[src/rtl/load_store_unit_if.sv]
// CPU request/response and data-memory beat signals of the load/store unit.
// The unit itself takes the slave view; the driving environment takes master.
interface load_store_unit_if #(
    parameter int AddrWidth = 32,
    parameter int DataWidth = 32
);
    logic                 reqValid;
    logic                 reqReady;
    logic                 reqWrite;
    logic [2:0]           func3;
    logic [AddrWidth-1:0] addr;
    logic [DataWidth-1:0] writeData;
    logic                 respValid;
    logic                 respError;
    logic [DataWidth-1:0] readData;
    logic                 memReq;
    logic                 memWriteEnable;
    logic [AddrWidth-1:0] memAddr;
    logic [3:0]           memByteEnable;
    logic [DataWidth-1:0] memWriteData;
    logic                 memAck;
    logic [DataWidth-1:0] memReadData;

    modport master (
        output reqValid, reqWrite, func3, addr, writeData,
        output memAck, memReadData,
        input  reqReady, respValid, respError, readData,
        input  memReq, memWriteEnable, memAddr,
        input  memByteEnable, memWriteData
    );

    modport slave (
        input  reqValid, reqWrite, func3, addr, writeData,
        input  memAck, memReadData,
        output reqReady, respValid, respError, readData,
        output memReq, memWriteEnable, memAddr,
        output memByteEnable, memWriteData
    );
endinterface

[src/rtl/load_store_unit.sv]
// Load/store unit: one CPU access per transaction, split into at most two
// word-aligned memory beats when it crosses a 4-byte boundary.
module load_store_unit #(
    parameter int AddrWidth = 32,
    parameter int DataWidth = 32
) (
    input logic clk,
    input logic rstn,
    load_store_unit_if.slave bus
);
    typedef enum logic [1:0] {IDLE, BEAT0, BEAT1, DONE} state_e;

    state_e               state_q, state_d;
    logic                 write_q, write_d;
    logic [2:0]           f3_q, f3_d;
    logic [1:0]           off_q, off_d;
    logic [3:0]           hiBe_q, hiBe_d;
    logic [DataWidth-1:0] hiWd_q, hiWd_d;
    logic [DataWidth-1:0] lo_q, lo_d;
    logic [AddrWidth-1:0] addr_q, addr_d;
    logic [3:0]           be_q, be_d;
    logic                 we_q, we_d;
    logic [DataWidth-1:0] wd_q, wd_d;
    logic                 rv_q, rv_d;
    logic                 re_q, re_d;
    logic [DataWidth-1:0] rd_q, rd_d;

    logic                   legal;
    logic [3:0]             szMask;
    logic [7:0]             reqMask;
    logic [2*DataWidth-1:0] reqWd;

    function automatic logic [DataWidth-1:0] extend(
        input logic [2:0]             f3,
        input logic [1:0]             off,
        input logic [2*DataWidth-1:0] pair
    );
        logic [2*DataWidth-1:0] sh;
        logic [DataWidth-1:0]   r;
        sh = pair >> {off, 3'b000};
        unique case (f3)
            3'd0:    r = {{24{sh[7]}}, sh[7:0]};
            3'd1:    r = {{16{sh[15]}}, sh[15:0]};
            3'd4:    r = {24'b0, sh[7:0]};
            3'd5:    r = {16'b0, sh[15:0]};
            default: r = sh[DataWidth-1:0];
        endcase
        return r;
    endfunction

    always_comb begin
        if (bus.reqWrite) legal = bus.func3 inside {3'd0, 3'd1, 3'd2};
        else legal = bus.func3 inside {3'd0, 3'd1, 3'd2, 3'd4, 3'd5};
        unique case (bus.func3[1:0])
            2'd0:    szMask = 4'b0001;
            2'd1:    szMask = 4'b0011;
            default: szMask = 4'b1111;
        endcase
        // upper nibble / upper word describe the second beat of a split
        reqMask = {4'b0000, szMask} << bus.addr[1:0];
        reqWd = {{DataWidth{1'b0}}, bus.writeData} << {bus.addr[1:0], 3'b000};
    end

    always_comb begin
        state_d = state_q;
        write_d = write_q;
        f3_d    = f3_q;
        off_d   = off_q;
        hiBe_d  = hiBe_q;
        hiWd_d  = hiWd_q;
        lo_d    = lo_q;
        addr_d  = addr_q;
        be_d    = be_q;
        we_d    = we_q;
        wd_d    = wd_q;
        rv_d    = 1'b0;
        re_d    = 1'b0;
        rd_d    = rd_q;
        unique case (state_q)
            IDLE: begin
                if (bus.reqValid) begin
                    write_d = bus.reqWrite;
                    f3_d    = bus.func3;
                    off_d   = bus.addr[1:0];
                    if (legal) begin
                        addr_d  = {bus.addr[AddrWidth-1:2], 2'b00};
                        be_d    = reqMask[3:0];
                        we_d    = bus.reqWrite;
                        wd_d    = reqWd[DataWidth-1:0];
                        hiBe_d  = reqMask[7:4];
                        hiWd_d  = reqWd[2*DataWidth-1:DataWidth];
                        state_d = BEAT0;
                    end else begin
                        rv_d    = 1'b1;
                        re_d    = 1'b1;
                        state_d = DONE;
                    end
                end
            end
            BEAT0: begin
                if (bus.memAck) begin
                    lo_d = bus.memReadData;
                    if (hiBe_q != 4'b0000) begin
                        addr_d  = addr_q + AddrWidth'(4);
                        be_d    = hiBe_q;
                        wd_d    = hiWd_q;
                        state_d = BEAT1;
                    end else begin
                        rv_d = 1'b1;
                        if (!write_q)
                            rd_d = extend(f3_q, off_q,
                                {{DataWidth{1'b0}}, bus.memReadData});
                        state_d = DONE;
                    end
                end
            end
            BEAT1: begin
                if (bus.memAck) begin
                    rv_d = 1'b1;
                    if (!write_q)
                        rd_d = extend(f3_q, off_q, {bus.memReadData, lo_q});
                    state_d = DONE;
                end
            end
            DONE: state_d = IDLE;
            default: state_d = IDLE;
        endcase
    end

    always_ff @(posedge clk or negedge rstn) begin
        if (!rstn) begin
            state_q <= IDLE;
            write_q <= 1'b0;
            f3_q    <= 3'd0;
            off_q   <= 2'd0;
            hiBe_q  <= 4'd0;
            hiWd_q  <= '0;
            lo_q    <= '0;
            addr_q  <= '0;
            be_q    <= 4'd0;
            we_q    <= 1'b0;
            wd_q    <= '0;
            rv_q    <= 1'b0;
            re_q    <= 1'b0;
            rd_q    <= '0;
        end else begin
            state_q <= state_d;
            write_q <= write_d;
            f3_q    <= f3_d;
            off_q   <= off_d;
            hiBe_q  <= hiBe_d;
            hiWd_q  <= hiWd_d;
            lo_q    <= lo_d;
            addr_q  <= addr_d;
            be_q    <= be_d;
            we_q    <= we_d;
            wd_q    <= wd_d;
            rv_q    <= rv_d;
            re_q    <= re_d;
            rd_q    <= rd_d;
        end
    end

    assign bus.reqReady       = (state_q == IDLE);
    assign bus.memReq         = (state_q == BEAT0) || (state_q == BEAT1);
    assign bus.memAddr        = addr_q;
    assign bus.memByteEnable  = be_q;
    assign bus.memWriteEnable = we_q;
    assign bus.memWriteData   = wd_q;
    assign bus.respValid      = rv_q;
    assign bus.respError      = re_q;
    assign bus.readData       = rd_q;
endmodule
[src/flat_wrapper.sv]
// flat-port wrapper written by rule: the top's interface ports become plain ports
module load_store_unit_flat 
#(
    parameter int AddrWidth = 32,
    parameter int DataWidth = 32
)
  (clk, rstn, bus_reqValid, bus_reqWrite, bus_func3, bus_addr, bus_writeData, bus_memAck, bus_memReadData, bus_reqReady, bus_respValid, bus_respError, bus_readData, bus_memReq, bus_memWriteEnable, bus_memAddr, bus_memByteEnable, bus_memWriteData);
  load_store_unit_if #(.AddrWidth(AddrWidth), .DataWidth(DataWidth)) bus_i ();
  input logic clk;
  input logic rstn;
  input wire logic [$bits(bus_i.reqValid)-1:0] bus_reqValid;
  input wire logic [$bits(bus_i.reqWrite)-1:0] bus_reqWrite;
  input wire logic [$bits(bus_i.func3)-1:0] bus_func3;
  input wire logic [$bits(bus_i.addr)-1:0] bus_addr;
  input wire logic [$bits(bus_i.writeData)-1:0] bus_writeData;
  input wire logic [$bits(bus_i.memAck)-1:0] bus_memAck;
  input wire logic [$bits(bus_i.memReadData)-1:0] bus_memReadData;
  output wire logic [$bits(bus_i.reqReady)-1:0] bus_reqReady;
  output wire logic [$bits(bus_i.respValid)-1:0] bus_respValid;
  output wire logic [$bits(bus_i.respError)-1:0] bus_respError;
  output wire logic [$bits(bus_i.readData)-1:0] bus_readData;
  output wire logic [$bits(bus_i.memReq)-1:0] bus_memReq;
  output wire logic [$bits(bus_i.memWriteEnable)-1:0] bus_memWriteEnable;
  output wire logic [$bits(bus_i.memAddr)-1:0] bus_memAddr;
  output wire logic [$bits(bus_i.memByteEnable)-1:0] bus_memByteEnable;
  output wire logic [$bits(bus_i.memWriteData)-1:0] bus_memWriteData;
  assign bus_i.reqValid = bus_reqValid;
  assign bus_i.reqWrite = bus_reqWrite;
  assign bus_i.func3 = bus_func3;
  assign bus_i.addr = bus_addr;
  assign bus_i.writeData = bus_writeData;
  assign bus_i.memAck = bus_memAck;
  assign bus_i.memReadData = bus_memReadData;
  assign bus_reqReady = bus_i.reqReady;
  assign bus_respValid = bus_i.respValid;
  assign bus_respError = bus_i.respError;
  assign bus_readData = bus_i.readData;
  assign bus_memReq = bus_i.memReq;
  assign bus_memWriteEnable = bus_i.memWriteEnable;
  assign bus_memAddr = bus_i.memAddr;
  assign bus_memByteEnable = bus_i.memByteEnable;
  assign bus_memWriteData = bus_i.memWriteData;
  load_store_unit #(.AddrWidth(AddrWidth), .DataWidth(DataWidth)) u_core (.clk(clk), .rstn(rstn), .bus(bus_i));
endmodule
[config.mk]
export PLATFORM = sky130hd
export DESIGN_NAME = load_store_unit_flat
export DESIGN_NICKNAME = d
export VERILOG_FILES = /design/src/rtl/load_store_unit_if.sv /design/src/rtl/load_store_unit.sv /design/src/flat_wrapper.sv
export SDC_FILE = /design/constraint.sdc
export NUM_CORES = 1
export LEC_CHECK = 0
export BUFFER_PORTS_ARGS = -buffer_cell sky130_fd_sc_hd__buf_2
export CORE_MARGIN = 2
export CORE_UTILIZATION = 40
export CTS_BUF_LIST = sky130_fd_sc_hd__clkbuf_4
export CTS_CLUSTER_SIZE = 16
export DETAILED_ROUTE_END_ITERATION = 7
export GPL_ROUTABILITY_DRIVEN = 0
export GPL_TIMING_DRIVEN = 0
export PLACE_DENSITY = 0.62
export SYNTH_ARGS = -nofsm -noshare
export SYNTH_HDL_FRONTEND = slang
export SYNTH_SLANG_ARGS = --single-unit
[constraint.sdc]
create_clock -name clk -period 2.3 [get_ports clk]
set_clock_uncertainty 0.2 [all_clocks]
set_input_delay 0.23 -clock clk [delete_from_list [all_inputs] [get_ports clk]]
set_output_delay 0.23 -clock clk [all_outputs]
set_load 0.02 [all_outputs]
==> Word level (Yosys, flattened, before mapping) <==
Index checks and enable logic that the tools add are counted.
W data, S select, Z words.
{ "word_totals": {"output_inout_bits": 105, "regBits": 179, "input_bits": 104, "ram_bits": 0, "romBits": 0, "word_cells": 92, "latchBits": 0, "mem_count": 0} }
{ "op_classes": {"n_shift": 4, "addsub": 1, "n_bitwise": 0, "n_eq_ne": 19, "order_cmp": 0, "div_mod_pow": 0, "n_mul": 0, "reduce_logical": 16, "muxes": 38} }
{ "ops": {"columns": ["op", "n"], "rows": [
  ["$mux W32", 13],
  ["$pmux W32 S4", 2],
  ["$pmux W32 S2", 3],
  ["$shl A32 B5 Y64", 1],
  ["$shr A64 B5 Y32", 1],
  ["$add A32 B3 Y32 const B", 1],
  ["$shr A32 B5 Y32", 1],
  ["$mux W4", 4],
  ["$pmux W4 S2", 2],
  ["$eq A3 B3 Y1 const B", 4],
  ["$ne A2 B2 Y1 const B", 6],
  ["$mux W1", 8],
  ["$mux W2", 4],
  ["$pmux W2 S4", 1],
  ["$shl A4 B2 Y8", 1],
  ["$eq A3 B1 Y1 const B", 2],
  ["$logic_not A3 Y1", 2],
  ["$reduce_and A3 Y1", 2],
  ["$reduce_and A6 Y1", 1],
  ["$reduce_and A5 Y1", 1],
  ["$reduce_bool A5 Y1", 1],
  ["$eq A2 B1 Y1 const B", 2],
  ["$eq A2 B2 Y1 const B", 2],
  ["$logic_not A2 Y1", 2],
  ["other kinds (8)", 11]
]} }

==> Depth between registers and ports, before layout <==
Gate-level depths: netlist (run 1).
{ "depth": {"ltp_word": 6, "depth_mapped": 11, "mapped_depth_nobuf": 7} }

==> Worst setup path after synthesis (run 1) <==
Ideal clock, no wire load.
{ "synth_timing": {"kind": "reg-to-reg", "from": "register u_core.state_q[0]", "to": "register u_core.addr_q[30] (netlist: u_core.bus.memAddr[30])", "slack_ns": -0.096, "period_less_slack_ns": 2.396, "required_ns": 1.961, "path_buffers": 3, "arrival_ns": 2.057, "path_stages_with_launch": 11, "setup_ns": 0.139, "path_cell_list": "dfrtp_1 inv_1 ha_1 buf_2 inv_2 buf_2 o22ai_2 clkbuf_1 nand3_1 mux2i_1 a221oi_1"} }
{ "synth_between": {"elab_chain_cells": 3, "elab_cells_between_ends": 9, "cone_classes": "5 x eq/ne; 1 x mux; 3 x reduce/logical"} }
{ "synth_lines": {"columns": ["item", "line", "text"], "rows": [
  ["from (decl)", "load_store_unit.sv:13", "state_e state_q, state_d;"],
  ["from (signal assigned)", "load_store_unit.sv:147", "state_q <= state_d;"],
  ["$logic_not A2 Y1 (*)", null, null],
  ["net bus_reqReady", "flat_wrapper.sv:18", "output wire logic [$bits(bus_i.reqReady)-1:0] bus_reqReady;"],
  ["$ne A2 B1 Y1 (no line), or another cell as far along", null, null],
  ["$reduce_and A5 Y1 (no line)", null, null],
  ["to (signal assigned)", "load_store_unit.sv:154", "addr_q <= addr_d;"],
  ["to (decl)", "load_store_unit.sv:20", "logic [AddrWidth-1:0] addr_q, addr_d;"]
]} }
The timed path passes the listed nets; every way through them passes the cells marked *.
A chain may end at the register's enable or synchronous reset.

==> Worst setup path in the final report (run 1) <==
{ "layout_timing": {"from": "register u_core.state_q[0]", "to": "register u_core.addr_q[17] (netlist: u_core.bus.memAddr[17])"} }
{ "layout_between": {"elab_chain_cells": 3, "elab_cells_between_ends": 9, "cone_classes": "5 x eq/ne; 1 x mux; 3 x reduce/logical"} }
{ "layout_lines": {"columns": ["item", "line", "text"], "rows": [
  ["$eq A2 B1 Y1 or $logic_not A2 Y1 (tied branches)", "load_store_unit.sv:79", "unique case (state_q)"],
  ["$ne A2 B1 Y1 (no line), or another cell as far along", null, null],
  ["$reduce_and A5 Y1 (no line)", null, null]
]} }
Several ways; a longest one is shown, not always the timed one.

==> flow_summary_export.csv, run 1 <==
group,metric,value,unit
run_status,status,"complete, but fails checks",
run_status,violations,"hold timing, setup timing",
synth,synthXorXnorAreaFrac,0.000879,
drt,avgRoutedWirePerCell,21.2,um
floorplan,row_count,57,
floorplan,die_height,162,um
synth,synthArstFlopShare,1.00,
global_routing,overflow,0,
worst_setup_path,crit_type,"flip-flop to flip-flop",
placed_design,dp_cells,1559,
timing,timing.fmax,0.435,GHz
timing,min_period,2.30,ns
synth,synth_top_family_by_area,"compound AO/OA/AOI/OAI gates",
worst_setup_path,cp_max_fo,8,
timing,hold_violations,5,
synth,synth_edf_count,0,
global_routing,grt_use_total,0.276,
timing,fin_crit_sh,1.00,
timing,fin_ws,-0.000300,ns
timing,fin_worst_hold_slack,-0.00664,ns
finish,fin_util,0.560,
cts,cts_max_path_buffers,2,
cts,path_clk_slew,0.17,ns
synth,synth_ff_type,"dfrtp_1",
global_routing,grt_pass1_vias,9847,
timing,slew_violations,0,
global_routing,grt_first_pass_wirelength,56200,um
worst_setup_path,cpPeakStageDelay,0.42,ns
placed_design,placed_area,11400,um^2
worst_setup_path,critPathLaunchType,"flip-flop",
drt,first_iter_violations,970,
floorplan,die-area,26200,um^2
synth,synth_seq_cells,168,
drt,via_count,10121,
global_routing,antenna_found_initial,1,
worst_setup_path,crit_top_cell,"buf_4",
cts,clock_latency,0.60,ns
cts,cts_sinks,168,
synth,netlist_area,9970,um^2
synth,yosys_warnings,0,
drt,final_antenna_net_count,0,
worst_setup_path,r2r_slack,-0.0003,ns
synth,synthSimpleGateAreaFrac,0.165,
synth,post_synth.cell_area_avg,9.70,um^2
finish,drive_above_1_share,0.357,
worst_setup_path,crit_buf_inv,3,
finish,nNetsFinal,1493,
synth,yosysUniqueCellTypes,74,
worst_setup_path,cp-end-kind,"flip-flop",
floorplan,core,24400,um^2
finish,area_growth,37.1,%
pwr,power_density,1430,nW/um^2
placed_design,hpwl,25000,um
synth,yosysSeqAreaShare,0.422,
timing,slew-limit-headroom,0.477,
synth,synth_fa_ha_area_frac,0.00753,
worst_setup_path,crit_arrival,2.58,ns
cts,cts_tree,"yes",
worst_setup_path,reg2reg_depth,9,
timing,setup_violations,1,
finish,instances_no_fill,1721,
timing,worst_pin_slew,0.785,ns
cts,root_buffer,"clkbuf_4",
global_routing,grt_max_degree,91,
floorplan,die_w,162,um
floorplan,start_util,0.409,
cts,numCtsBuffers,17,
worst_setup_path,required,2.58,ns
drt,first_pass_iters,5,
drt,drc,0,
synth,synthMuxAreaShare,0.168,
worst_setup_path,worst_path_max_delay_cell,"dfrtp_1",
drt,vias_per_cell,5.88,
cts,htreeDepth,4,
timing,grt_setup_unrepaired,"true",
worst_setup_path,path_delay_family,"compound AO/OA/AOI/OAI gates",
drt,route.final.wire_length,36600,um
finish,design_area,13700,um^2
worst_setup_path,crit_path_cell_trace,"buf_4 > ha_4 > buf_4 > nand2_8 > a2bb2oi_4 > buf_6 > nor3_1 > mux2_2 > a221o_1",
worst_setup_path,path_depth,9,
placed_design,portBuffers,205,
pwr,leakagePower,6.00,nW
synth,synth_compound_area_frac,0.194,
job,cap_violations,0,
pwr,vdd_drop_max,0.619,mV
min_path,hold_path.class,"input pin to asynchronous set/reset pin",
timing,fin_setup_tns,-0.000300,ns
floorplan,ios,209,
synth,syn_inst,1028,
metal layers:
| metal | track usage | vias to the layer above | routed length (um) |
|---|---|---|---|
| li1 | - | 4550 | - |
| met1 | 0.391 | 4988 | 15700 |
| met2 | 0.432 | 521 | 17200 |
| met3 | 0.0483 | 62 | 2900 |
| met4 | 0.0869 | 0 | 791 |
| met5 | 0 | - | 0 |
area by class of cell:
cell class                 count  area [um^2]
clock buffer                  17          128
tap                          324          405
timing repair buffer         338         2400
multi-input combinational    763         5800
antenna                        2         5.00
fill                        2243        10700
clock inverter                14          138
inverter                      16         60.1
sequential                   168         4200
buffer                        79          524
cell usage in the layout (no fill, tap or decap), types with 6 or more instances in the layout:
cell / netlist / layout
a31oi_1: 11 / 10
o41ai_2: 1 / 6
nor2_1: 81 / 80
mux2i_1: 40 / 40
a221oi_2: 0 / 8
o21ai_0: 56 / 55
nand3_1: 20 / 19
buf_2: 33 / 219
inv_6: 0 / 6
nand2_1: 129 / 124
dfrtp_1: 168 / 168
and3_1: 7 / 6
nand4_1: 15 / 15
o211ai_1: 6 / 6
nand2b_1: 7 / 7
and2_1: 13 / 13
mux2_2: 63 / 63
o22ai_1: 28 / 23
nor2b_1: 11 / 10
mux4_2: 25 / 25
a22o_1: 13 / 13
buf_4: 3 / 38
a221oi_1: 25 / 13
clkbuf_1: 41 / 16
or3_1: 9 / 9
nor3_1: 20 / 18
a22oi_1: 8 / 8
dlygate4sd3_1: 0 / 100
o31ai_1: 10 / 9
clkbuf_2: 1 / 15
a211oi_1: 17 / 17
buf_6: 0 / 7
inv_1: 15 / 13
a21oi_1: 62 / 59
buf_12: 0 / 8
clkbuf_4: 0 / 22
worst reg2reg max path: stages, from the launching register on:
cell,delay (ns)
dfrtp_1,0.42
buf_4,0.15
ha_4,0.18
buf_4,0.16
nand2_8,0.11
a2bb2oi_4,0.24
buf_6,0.13
nor3_1,0.04
mux2_2,0.27
a221o_1,0.30
what timing repair did:
item,4_1_cts,5_1_grt
gates cloned,1,2
endpoints found under the setup margin,155,114
buffers inserted,13,17
pin swaps,7,11
hold buffers,100,0
resized for setup,93,69
hold endpoints to repair,318,0
where the power goes:
| group | leakage [nW] | internal [mW] | switching, mW | total, mW |
|---|---|---|---|---|
| Sequential | 2.06 | 4.41 | 1.24 | 5.65 |
| Clock | 0.136 | 0.557 | 1.21 | 1.77 |
| Combinational | 3.81 | 5.13 | 6.96 | 12.1 |
| Total | 6.00 | 10.1 | 9.41 | 19.5 |
flip-flops by register name (all words and copies together) (netlist names):
name                       flops
u_core.bus.memAddr            30
u_core.bus.memByteEnable       4
u_core.bus.memWriteData       32
u_core.bus.memWriteEnable      1
u_core.bus.readData           32
u_core.bus.respError           1
u_core.bus.respValid           1
u_core.f3_q                    3
u_core.hiBe_q                  3
u_core.hiWd_q                 24
u_core.lo_q                   32
u_core.off_q                   2
u_core.state_q                 2
u_core.write_q                 1
stage by stage:
stage	worst slack [ns]	power (mW)
after global routing	-0.0596	20.7
after floorplan	0.0153	12.5
final	-0.000300	19.5
after detailed placement	-0.723	15.9
after global placement	-2.09	15.7
after CTS	-0.0446	18.7
logic make-up after synthesis:
family	after synthesis
multiplexers	128
AO/OA/AOI/OAI	283
flip-flops	168
XOR/XNOR	1
adder cells (fa/ha/maj)	6
buffers and inverters	99
other	1
AND/OR/NAND/NOR	342
synth_stat cells (7+ instances only):
master	count	area, um^2
dfrtp_1	168	4200
nand2_1	129	484
nor2_1	81	304
mux2_2	63	709
a21oi_1	62	310
o21ai_0	56	280
clkbuf_1	41	154
mux2i_1	40	400
buf_2	33	165
o22ai_1	28	175
a221oi_1	25	219
mux4_2	25	563
nand3_1	20	100
nor3_1	20	100
a211oi_1	17	128
inv_1	15	56.3
nand4_1	15	93.8
a22o_1	13	114
and2_1	13	81.3
a31oi_1	11	68.8
nor2b_1	11	68.8
o31ai_1	10	75.1
o41ai_1	9	78.8
or3_1	9	56.3
a22oi_1	8	60.1
and3_1	7	43.8
nand2b_1	7	43.8
path summary, 6_finish.rpt:
check / from / to
setup reg to reg: u_core.state_q[0] / u_core.bus.memAddr[17]
hold / removal: rstn / u_core.lo_q[18]
max in group asynchronous: rstn / u_core.hiWd_q[15]
setup / recovery: u_core.state_q[0] / u_core.bus.memAddr[17]
min in group clk: bus_func3[1] / u_core.state_q[1]
hold reg to reg: u_core.bus.memByteEnable[0] / u_core.bus.memByteEnable[0]
Power figures use the tool's default switching activity.
==> inputs of run 2 (changes only) <==
--- a/config.mk
+++ b/config.mk
@@ -12,8 +12,7 @@
 export CTS_CLUSTER_SIZE = 16
 export DETAILED_ROUTE_END_ITERATION = 7
 export GPL_ROUTABILITY_DRIVEN = 0
-export GPL_TIMING_DRIVEN = 0
-export PLACE_DENSITY = 0.62
+export PLACE_DENSITY_LB_ADDON = 0.25
 export SYNTH_ARGS = -nofsm -noshare
 export SYNTH_HDL_FRONTEND = slang
 export SYNTH_SLANG_ARGS = --single-unit
==> run 2 against run 1 <==
- the run now ends clean
- power decreased by 2.8%
- sequential cell count unchanged
- sequential share of layout area decreased by 0.28 points
- critical path depth decreased by 2
- non-clock buffer count increased by 9
- worst hold slack improved by 0.065 ns
- combinational power decreased by 5%
- first-iteration DRC count decreased by 22%
- critical path type is now input pin to flip-flop
- largest cell class unchanged
==> flow_summary_export.csv, run 2 (synthesis results as in run 1) <==
group,metric,value,unit
run_status,status,"finished, final reports clean",
timing,fin_setup_tns,0,ns
timing,worst_pin_slew,0.635,ns
min_path,min_to,"u_core.hiWd_q[10]",
finish,layout_common_cells,"205 x buf_2, 165 x dfrtp_1, 125 x nand2_1, 114 x dlygate4sd3_1, 80 x nor2_1",
timing,slew_violations,0,
timing,min_period,2.29,ns
drt,final_antenna_net_count,0,
cts,root_buffer,"clkbuf_4",
worst_setup_path,crit_path_cell_trace,"dlygate4sd3_1 > buf_2 > mux2_2 > dlygate4sd3_1 > a22oi_1 > dlygate4sd3_1 > o21ai_0",
placed_design,portBuffers,206,
pwr,leakagePower,6.09,nW
worst_setup_path,reg2reg_depth,9,
worst_setup_path,crit_top_cell,"dlygate4sd3_1",
timing,hold_violations,0,
finish,drive_above_1_share,0.350,
floorplan,die-area,26200,um^2
timing,grt_setup_unrepaired,"true",
drt,first_pass_iters,5,
global_routing,grt_use_total,0.244,
floorplan,ios,209,
timing,fin_crit_sh,0.997,
global_routing,grt_first_pass_wirelength,51000,um
worst_setup_path,r2r_slack,0.05,ns
cts,htreeDepth,4,
min_path,min_from,"bus_addr[0]",
min_path,whs_path_depth,4,
finish,nNetsFinal,1504,
pwr,pwr-share-clk,0.097,
pwr,swShare,0.470,
cts,cts_sinks,168,
floorplan,die_w,162,um
worst_setup_path,crit_type,"input pin to flip-flop",
worst_setup_path,cp-end-kind,"flip-flop",
global_routing,antenna_found_initial,4,
placed_design,place_ws,-0.196,ns
worst_setup_path,required,2.59,ns
floorplan,row_count,57,
job,cap_violations,0,
global_routing,overflow,0,
pwr,vdd_drop_max,0.538,mV
timing,setup_violations,0,
worst_setup_path,reg2reg_from,"u_core.state_q[1]",
worst_setup_path,r2r-end,"u_core.bus.readData[23]",
cts,clock_latency,0.58,ns
cts,cts_tree,"yes",
global_routing,grt_max_degree,43,
pwr,power_frac_seq,0.296,
drt,drc,0,
worst_setup_path,cp_max_fo,2,
cts,cts_max_path_buffers,2,
cts,numCtsBuffers,17,
placed_design,hpwl,22000,um
min_path,hold_path.class,"input pin to flip-flop",
drt,first_iter_violations,754,
pwr,comb_power_share,0.607,
pwr,power_density,1370,nW/um^2
worst_setup_path,critPathLaunchType,"input pin",
worst_setup_path,cpPeakStageDelay,0.59,ns
pwr,intPower,10.1,mW
drt,via_count,9832,
timing,timing.fmax,0.436,GHz
finish,final_common_cell,"buf_2",
drt,avgRoutedWirePerCell,19.3,um
drt,vias_per_cell,5.67,
floorplan,start_util,0.409,
floorplan,die_height,162,um
pwr,netSwitchingPower,8.90,mW
global_routing,grt_pass1_vias,9335,
timing,fin_ws,0.00601,ns
timing,slew-limit-headroom,0.575,
floorplan,core,24400,um^2
worst_setup_path,crit_arrival,2.58,ns
drt,route.final.wire_length,33500,um
cts,path_clk_slew,0.18,ns
worst_setup_path,worst_path_max_delay_cell,"dlygate4sd3_1",
finish,area_growth,38.5,%
-- run 2: cell types whose count changed in the layout (fill, tap and decap cells not counted), sizes merged, moves of 2 or more --
cell and change:
buf +30, clkinv +6, diode +2, clkbuf -35, dlygate4sd3 +14, o21ai +2
clkinvlp -3
-- run 2: metal layers --
layer / wire length (um) / share of wire / vias to the layer above / GRT usage
li1: - / - / 4595 / -
met1: 14800 / 0.44 / 4827 / 0.331
met2: 16000 / 0.48 / 379 / 0.404
met3: 2190 / 0.065 / 31 / 0.0498
met4: 424 / 0.013 / 0 / 0.0599
met5: 0 / 0 / - / 0
-- run 2: repair_timing --
action,in CTS,in global routing
gates resized for setup,14,28
pin swaps,2,4
endpoints found under the setup margin,28,63
buffers inserted,1,7
hold endpoints to repair,323,0
cloned,1,8
hold buffers,115,0
-- run 2: worst max path at each step --
stage,end,startpoint,slack [ns]
final,u_core.hiWd_q[5],bus_writeData[13],0.006
after global routing,u_core.bus.readData[18],u_core.state_q[1],-0.01
after CTS,u_core.bus.memAddr[12],u_core.state_q[1],-0.03
after detailed placement,u_core.bus.memAddr[13],u_core.state_q[1],-0.20
after global placement,u_core.bus.memAddr[13],u_core.state_q[1],-0.12
after floorplan,u_core.bus.memByteEnable[3],u_core.state_q[0],0.02
-- run 2: area by class of cell --
type / instances / area (um^2)
diodes: 4 / 10.0
clock buffers: 17 / 128
clock inverters: 15 / 178
fillers: 2217 / 10600
inverters: 16 / 60.1
multi-input cells: 765 / 5550
flip-flops and latches: 168 / 4210
well taps: 324 / 405
repair buffers: 426 / 3260
-- run 2: power by group through the flow --
stage	combinational, mW	clock, mW	sequential (mW)
floorplan	6.06	0	6.40
global placement	10.3	0	5.59
detailed placement	10.5	0	5.62
CTS	10.9	1.91	5.58
global route	12.5	1.99	5.79
finish	11.5	1.84	5.61
-- run 2: through the flow --
step	instances	power, mW	hold slack, ns	util	instance area (um^2)
after CTS	1716	18.3	0.0169	0.551	13400
final	1735	19.0	0.0582	0.566	13800
after global placement	1567	15.9	0.0799	0.487	11900
after floorplan	1029	12.5	-0.266	-	9980
after detailed placement	1567	16.1	0.0858	0.487	11900
after global routing	1735	20.2	0.0596	0.566	13800
-- run 2: critical path: cells and delay by family --
kind | cells | cell delay [ns]
AO/OA/AOI/OAI | 2 | 0.27
buffers and inverters | 4 | 1.83
multiplexers | 1 | 0.26
